`src/rtl/ibuf_seq_ctrl_if.sv`:
```
// Column-word stream between tile fetch logic and the input-buffer sequencer.
// Ports: valid/word from the fetcher (master), ready from the sequencer (slave).
interface ibuf_seq_ctrl_if #(
  parameter int DW = 32
);
  logic          valid;
  logic          ready;
  logic [DW-1:0] word;

  modport master (
    output valid,
    output word,
    input  ready
  );

  modport slave (
    input  valid,
    input  word,
    output ready
  );
endinterface

```
`src/rtl/ibuf_seq_ctrl.sv`:
```
// Input-buffer sequencer: loads NCOL column words, drives START_CALC, drains.
// Ports: i_clk, i_rst (sync, high), i_start, i_odst_tag, i_abort, i_in (word stream),
//        o_load_en/o_icol/o_iword (column write), o_start_calc, o_odst, o_busy, o_done.
module ibuf_seq_ctrl #(
  parameter int NCOL      = 4,
  parameter int NROW      = 4,
  parameter int DRAIN_CYC = 7,
  parameter int DW        = 32
) (
  input  logic                    i_clk,
  input  logic                    i_rst,
  input  logic                    i_start,
  input  logic [3:0]              i_odst_tag,
  input  logic                    i_abort,
  ibuf_seq_ctrl_if.slave          i_in,
  output logic                    o_load_en,
  output logic [$clog2(NCOL)-1:0] o_icol,
  output logic [DW-1:0]           o_iword,
  output logic                    o_start_calc,
  output logic [3:0]              o_odst,
  output logic                    o_busy,
  output logic                    o_done
);

  localparam int CW  = $clog2(NCOL);
  localparam int RW  = (NROW > 1) ? $clog2(NROW) : 1;
  localparam int DCL = $clog2(DRAIN_CYC + 1);
  localparam int DCW = (DCL > 0) ? DCL : 1;

  typedef enum logic [1:0] {
    S_IDLE,
    S_LOAD,
    S_CALC,
    S_DRAIN
  } state_t;

  state_t r_state;
  state_t w_nxt;

  logic [CW-1:0]  r_col;
  logic [RW-1:0]  r_row;
  logic [DCW-1:0] r_drn;
  logic [3:0]     r_tag;

  logic           r_load_en;
  logic [CW-1:0]  r_icol;
  logic [DW-1:0]  r_iword;
  logic           r_sc;
  logic [3:0]     r_odst;
  logic           r_done;

  logic w_hs;
  logic w_wr;
  logic w_last_col;
  logic w_last_row;
  logic w_last_drn;
  logic w_sc_nxt;
  logic w_done_nxt;
  logic w_accept;

  assign i_in.ready = (r_state == S_LOAD);
  assign w_hs       = (r_state == S_LOAD) && i_in.valid;
  // A handshake in the abort cycle still happens but its write is dropped.
  assign w_wr       = w_hs && !i_abort;
  assign w_accept   = (r_state == S_IDLE) && i_start && !i_abort;
  assign w_last_col = (r_col == CW'(NCOL - 1));
  assign w_last_row = (r_row == RW'(NROW - 1));
  // Drain stays DRAIN_CYC+1 cycles: the first one still shows the last START_CALC.
  assign w_last_drn = (r_drn == DCW'(DRAIN_CYC));

  always_ff @(posedge i_clk) begin
    if (i_rst) begin
      r_state <= S_IDLE;
    end else begin
      r_state <= w_nxt;
    end
  end

  always_comb begin
    w_nxt      = r_state;
    w_sc_nxt   = 1'b0;
    w_done_nxt = 1'b0;
    unique case (r_state)
      S_IDLE: begin
        if (i_start) w_nxt = S_LOAD;
      end
      S_LOAD: begin
        if (w_hs && w_last_col) w_nxt = S_CALC;
      end
      S_CALC: begin
        w_sc_nxt = 1'b1;
        if (w_last_row) w_nxt = S_DRAIN;
      end
      S_DRAIN: begin
        if (w_last_drn) begin
          w_nxt      = S_IDLE;
          w_done_nxt = 1'b1;
        end
      end
      default: w_nxt = S_IDLE;
    endcase
    if (i_abort) begin
      w_nxt      = S_IDLE;
      w_sc_nxt   = 1'b0;
      w_done_nxt = 1'b0;
    end
  end

  always_ff @(posedge i_clk) begin
    if (i_rst) begin
      r_col     <= '0;
      r_row     <= '0;
      r_drn     <= '0;
      r_tag     <= '0;
      r_load_en <= 1'b0;
      r_icol    <= '0;
      r_iword   <= '0;
      r_sc      <= 1'b0;
      r_odst    <= '0;
      r_done    <= 1'b0;
    end else begin
      r_load_en <= w_wr;
      r_icol    <= w_wr ? r_col : '0;
      r_iword   <= w_wr ? i_in.word : '0;
      r_sc      <= w_sc_nxt;
      r_odst    <= w_sc_nxt ? r_tag : 4'd0;
      r_done    <= w_done_nxt;

      if (w_accept) r_tag <= i_odst_tag;

      if (i_abort || r_state == S_IDLE) begin
        r_col <= '0;
      end else if (w_hs && !w_last_col) begin
        r_col <= r_col + CW'(1);
      end

      if (i_abort || r_state != S_CALC) begin
        r_row <= '0;
      end else if (!w_last_row) begin
        r_row <= r_row + RW'(1);
      end

      if (i_abort || r_state != S_DRAIN) begin
        r_drn <= '0;
      end else if (!w_last_drn) begin
        r_drn <= r_drn + DCW'(1);
      end
    end
  end

  assign o_load_en    = r_load_en;
  assign o_icol       = r_icol;
  assign o_iword      = r_iword;
  assign o_start_calc = r_sc;
  assign o_odst       = r_odst;
  assign o_busy       = (r_state != S_IDLE);
  assign o_done       = r_done;

endmodule

```
`src/flat_wrapper.sv`:
```
// flat-port wrapper written by rule: the top's interface ports become plain ports
module ibuf_seq_ctrl_flat 
#(
  parameter int NCOL      = 4,
  parameter int NROW      = 4,
  parameter int DRAIN_CYC = 7,
  parameter int DW        = 32
)
  (i_clk, i_rst, i_start, i_odst_tag, i_abort, o_load_en, o_icol, o_iword, o_start_calc, o_odst, o_busy, o_done, i_in_valid, i_in_word, i_in_ready);
  ibuf_seq_ctrl_if #(.DW(DW)) i_in_i ();
  input  logic i_clk;
  input  logic i_rst;
  input  logic i_start;
  input  logic [3:0] i_odst_tag;
  input  logic i_abort;
  output logic o_load_en;
  output logic [$clog2(NCOL)-1:0] o_icol;
  output logic [DW-1:0] o_iword;
  output logic o_start_calc;
  output logic [3:0] o_odst;
  output logic o_busy;
  output logic o_done;
  input wire logic [$bits(i_in_i.valid)-1:0] i_in_valid;
  input wire logic [$bits(i_in_i.word)-1:0] i_in_word;
  output wire logic [$bits(i_in_i.ready)-1:0] i_in_ready;
  assign i_in_i.valid = i_in_valid;
  assign i_in_i.word = i_in_word;
  assign i_in_ready = i_in_i.ready;
  ibuf_seq_ctrl #(.NCOL(NCOL), .NROW(NROW), .DRAIN_CYC(DRAIN_CYC), .DW(DW)) u_core (.i_clk(i_clk), .i_rst(i_rst), .i_start(i_start), .i_odst_tag(i_odst_tag), .i_abort(i_abort), .i_in(i_in_i), .o_load_en(o_load_en), .o_icol(o_icol), .o_iword(o_iword), .o_start_calc(o_start_calc), .o_odst(o_odst), .o_busy(o_busy), .o_done(o_done));
endmodule
```
`config.mk`:
```
export PLATFORM = sky130hd
export DESIGN_NAME = ibuf_seq_ctrl_flat
export DESIGN_NICKNAME = d
export VERILOG_FILES = /design/src/rtl/ibuf_seq_ctrl_if.sv /design/src/rtl/ibuf_seq_ctrl.sv /design/src/flat_wrapper.sv
export SDC_FILE = /design/constraint.sdc
export NUM_CORES = 1
export LEC_CHECK = 0
export CAP_MARGIN = 30
export CORE_MARGIN = 2
export CORE_UTILIZATION = 40
export CTS_CLUSTER_SIZE = 16
export DETAILED_ROUTE_END_ITERATION = 8
export GPL_TIMING_DRIVEN = 1
export MAX_ROUTING_LAYER = met4
export PLACE_DENSITY = 0.78
export SLEW_MARGIN = 10
export SYNTH_ARGS = -nofsm -noshare
export SYNTH_HDL_FRONTEND = slang
export SYNTH_SLANG_ARGS = --single-unit
```
`constraint.sdc`:
```
create_clock -name i_clk -period 2 [get_ports i_clk]
set_input_delay 0.4 -clock i_clk [delete_from_list [all_inputs] [get_ports i_clk]]
set_output_delay 0.4 -clock i_clk [all_outputs]
set_load 0.03 [all_outputs]
```
==> reports/results.txt, run 1 <==
Status: finished clean
Tightest Pin Transition: 350 ps
Total CTS buffers: 5
Post-route antenna net violation count: 0
Final TNS setup: 0 ps
Avg Cell Area, Syn: 12.3 um^2
Post-CTS Setup Repair Bufs: 0
DRT Pass-1 Iters: 2
CTS resizes: 2
Placed instance area: 2720 um^2
Internal: 1.57 mW
Die W: 71.8 um
Count leader, synth: dfxtp_1
GP Congestion: 0.754
Largest net degree at the start of global routing: 36
Clk_skew: 8.77 ps
Clock latency on the worst-skew pair: 300 ps
Hold Path Class: reg2reg
Leakage: 1.21 nW
# port buffers: 83
Combinational share of power: 9.1%
Post-synthesis sequential area ratio: 58.8%
Layout Utilization: 64.5%
Post-synth top cells: dfxtp_1 (54), and2_4 (29), mux2i_1 (10)
Clock Pin Slew Worst Setup and Hold Paths: 90 ps
Max-Cap Viols: 0
Max-slew headroom: 76.7%
Nets: 286
TritonCTS clock tree: yes
CTS Sinks: 54
Sw Pwr: 0.405 mW
Crit end category: primary output
Vias in the first global route: 1,271
Die ar.: 5160 um^2
Worst vdd ir: 0.000333 V
H-tree lvl count: 2
Via Count: 1,277
Final instance area: 2830 um^2
Post-synth top area share: 58.8%
Sw Share: 20.5%
Drt total wl: 3610 um
Initial DRC Count: 53
Row cnt: 24
Clk buf depth: 2
Diode count: 0
Initial Utilization: 42.0%
RSZ-0062 raised after global routing: false
Post-layout min period: 1880 ps
Post-place setup slack: 171 ps
Clock network power share: 35.7%
Avg WL per Cell: 12.4 um
# setup viols final: 0
Sequential share of power: 55.2%
Post-synthesis cell type count: 20
Number of enable flip-flop cells after synthesis: 0
Vias per cell: 4.40
Cell Area, Synth: 1840 um^2
Clock root buffer: clkbuf_8
Tot GR Track Use: 14.7%
Crit path required time: 1600 ps
Cell accounting for the most synthesized area: dfxtp_1
Post-synth ARST share: 0%
Initial antenna violation count: 0
Area grow syn2layout: 53.7%
Final hold violations: 0
Final Max Tran Viols: 0
Crit start category: flop
Cells after Synth: 149
FMAX: 531 MHz
CTS Hold Buffers Added: 0
CP Max Fanout: 5
Overflow after GRT: 0
WS Path Type: reg2out
Main area contributors after synthesis: dfxtp_1 (59%), and2_4 (14%), ha_1 (5.4%)
Final HPWL DP: 2760 um
Yosys reg bits: 54
DRC Markers: 0
Pwr dens: 700 nW/um^2
Share of cells above drive strength 1: 17.6%
IO Count: 84
Yosys warnings: 0
First-pass GRT wire length: 5820 um
Predominant post-synthesis flop cell: dfxtp_1
Worst endpoint data arrival time: 1480 ps
Fin crit share: 94.2%
Die height: 71.8 um
Core ar.: 4380 um^2
Syn_nets: 198
Hold slack: 490 ps
Final WS setup: 115 ps
[worst max-delay path: stages (launching register included)]
cell,delay (ps)
dfxtp_1,400
inv_1,80
ha_1,240
inv_1,70
dlygate4sd2_1,390
[state kept, by name, indices dropped and copies added, names as in the netlist]
register and cells:
u_core.o_iword 32, u_core.o_odst 4, u_core.r_tag 4, u_core.r_drn 3, u_core.o_icol 2, u_core.r_col 2, u_core.r_row 2, u_core.r_state 2
u_core.o_done 1, u_core.o_load_en 1, u_core.o_start_calc 1
[layout by cell type, fill, tap and decap left out, drive strengths merged, types with 2 or more instances in the layout]
master         count
clkdlybuf4s50     81
nand2              6
clkbuf             6
xor2               2
nor2              10
dfxtp             54
nor2b              3
inv                4
dlygate4sd2        2
mux2i             10
and2              34
ha                 8
buf                3
and3               7
nand3b             2
[area by class of cell]
type	count	area, um^2
fillers	365	1560
flip-flops and latches	54	1080
repair buffers	86	863
multi-input cells	86	693
clock buffers	6	72.6
well taps	52	65.1
clock inverters	2	37.5
inverters	4	15.0
[worst paths after layout]
path                      from                 to  slack, ps  cells past startpoint
max          u_core.r_state[0]             o_busy        120                      4
min            u_core.r_tag[3]   u_core.o_odst[3]        490                      1
max reg2reg  u_core.r_state[0]  u_core.r_state[0]        400                      5
min reg2reg    u_core.r_tag[3]   u_core.o_odst[3]        490                      1
[metrics by stage]
| stage | instances | power, mW |
|---|---|---|
| floorplan | 149 | 1.19 |
| global placement | 282 | 1.30 |
| detailed placement | 282 | 1.30 |
| CTS | 290 | 2.00 |
| global route | 290 | 2.04 |
| finish | 290 | 1.98 |
[power by group through the flow]
stage	registers (mW)	clock network, mW	logic, mW
final	1.09	0.706	0.180
after global routing	1.09	0.756	0.193
after CTS	1.09	0.725	0.182
after detailed placement	1.12	0	0.183
after global placement	1.12	0	0.180
after floorplan	1.13	0	0.0606
[cells by family after synthesis]
logic type | after synthesis | synth area share [%]
AO/OA/AOI/OAI | 2 | 1.77
XOR/XNOR | 3 | 1.43
adder cells (fa/ha/maj) | 8 | 5.44
buffers and inverters | 9 | 3.54
flip-flops | 54 | 58.8
multiplexers | 10 | 5.44
AND/OR/NAND/NOR | 63 | 23.6
[routing by layer]
| metal | up-vias | global-route usage (%) | part of all wire (%) |
|---|---|---|---|
| met2 | 63 | 24.4 | 46 |
| li1 | 646 | - | - |
| met4 | 0 | 5.87 | 1.7 |
| met3 | 8 | 5.06 | 8.9 |
| met5 | - | - | 0 |
| met1 | 560 | 16.2 | 44 |
Power figures use the tool's default switching activity.
==> run 2, diff against run 1 <==
Settings changed: REMOVE_ABC_BUFFERS set to 1, SLEW_MARGIN 10 to unset.
==> run 2 against run 1 <==
Net effect: die area unchanged; register-to-register slack gained 20 ps; clock power shrank 19%.
==> reports/results.txt, run 2 (synthesis gave the netlist of run 1 again) <==
Status: finished clean
Clock Pin Slew Worst Setup and Hold Paths: 90 ps
Avg WL per Cell: 12.0 um
Post-layout min period: 1890 ps
First-pass GRT wire length: 5570 um
Worst Hold Launch: u_core.r_tag[2]
Max-Cap Viols: 0
# setup viols final: 0
Crit start category: flop
Final TNS setup: 0 ps
Fin crit share: 94.4%
Pwr dens: 658 nW/um^2
Clk_skew: 6.15 ps
Met3 usage: 6.19%
Hold Path Class: reg2reg
GP Congestion: 0.716
Tot GR Track Use: 14.9%
Dpl cells: 282
Combinational share of power: 9.7%
Row cnt: 24
FMAX: 529 MHz
R2R Path Start: u_core.r_state[0]
DRT Pass-1 Iters: 4
Vias in the first global route: 1,215
Die ar.: 5160 um^2
Crit Reg-Reg Endpoint: u_core.r_state[0]
Clock root buffer: clkbuf_8
Internal: 1.44 mW
Die height: 71.8 um
Total CTS buffers: 5
H-tree lvl count: 2
Met2 global-route usage: 21.3%
Met1 usage: 17.9%
Post-route antenna net violation count: 0
Diode count: 0
RSZ-0062 raised after global routing: false
Sw Pwr: 0.400 mW
Leakage: 1.20 nW
Hold slack: 486 ps
WS Path Type: reg2out
Worst endpoint data arrival time: 1490 ps
Min-Delay Endpoint: u_core.o_odst[2]
DRC Markers: 0
Sw Share: 21.7%
TritonCTS clock tree: yes
Max reg flops: 32
Via Count: 1,257
Layout Utilization: 63.8%
Fin cells: 289
Sequential share of power: 59.4%
Crit path required time: 1600 ps
Area grow syn2layout: 52.1%
Share of cells above drive strength 1: 17.3%
Clk buf depth: 2
Worst vdd ir: 0.000409 V
Nets: 286
Initial Utilization: 42.0%
Multi-input gate area: 693 um^2
Vias per cell: 4.35
Most frequent cells in the layout: clkdlybuf4s50_1 (81), dfxtp_1 (54), and2_4 (29)
Drt total wl: 3480 um
# fillers: 368
Final hold violations: 0
Core ar.: 4380 um^2
Initial antenna violation count: 0
Largest net degree at the start of global routing: 36
# port buffers: 83
Commonest non-fill, non-tap cell in the layout: clkdlybuf4s50_1
Clock latency on the worst-skew pair: 300 ps
Initial DRC Count: 44
Busiest grt layer: met2
Final Max Tran Viols: 0
Overflow after GRT: 0
IO Count: 84
Pwr Total: 1.84 mW
Final HPWL DP: 2610 um
Max-slew headroom: 77.1%
Crit end category: primary output
Post-CTS Setup Repair Bufs: 0
Reg2reg setup slack: 420 ps
CTS Sinks: 54
CP Max Fanout: 5
Tightest Pin Transition: 342 ps
Die W: 71.8 um
Register area: 1080 um^2
Worst Reg-to-Reg Cells: 5
Clock network power share: 31.0%
Hold depth: 1
==> run 2: worst max path at each step <==
stage / from / end / cells after the start
4_1_cts: u_core.r_state[0] / o_busy / 4
3_5_place_dp: u_core.r_state[0] / o_busy / 4
2_1_floorplan: u_core.r_state[1] / u_core.o_icol[0] / 4
5_1_grt: u_core.r_state[0] / o_busy / 4
3_3_place_gp: u_core.r_state[0] / o_busy / 4
6_report: u_core.r_state[0] / o_busy / 4
==> run 2: metrics by stage <==
step	area, um^2	worst slack, ps
after global routing	2800	25.5
after global placement	2720	180
after detailed placement	2720	164
after CTS	2800	95.8
final	2800	111
after floorplan	1790	149
==> run 2: repair_timing <==
item,in CTS,in global routing
gates resized for setup,2,0
endpoints found under the setup margin,2,0
hold buffers,0,0
==> run 2: power groups by stage <==
stage          logic, mW  registers [mW]  clock network (mW)
2_1_floorplan     0.0572            1.13                   0
3_3_place_gp       0.180            1.12                   0
4_1_cts            0.180            1.09               0.589
5_1_grt            0.191            1.09               0.627
3_5_place_dp       0.181            1.12                   0
6_report           0.178            1.09               0.570
==> run 2: metal layers <==
layer  share of wire, %  wire length (um)  vias up
met4                1.8                63        0
met5                  0                 0        -
met1                 46              1610      543
li1                   -                 -      645
met3                 10               365        5
met2                 41              1440       64
==> run 2: worst max-delay path, stage by stage, from the launching register on <==
cell and delay, ps:
dfxtp_1 380, inv_1 80, ha_1 250, inv_1 70, dlygate4sd2_1 400
==> run 2: layout make-up <==
type	count	area share [%]
timing repair buffer	86	30.9
multi-input combinational	86	24.8
sequential	54	38.6
inverter	4	0.537
clock inverter	1	0.268
tap	52	2.33
clock buffer	6	2.59
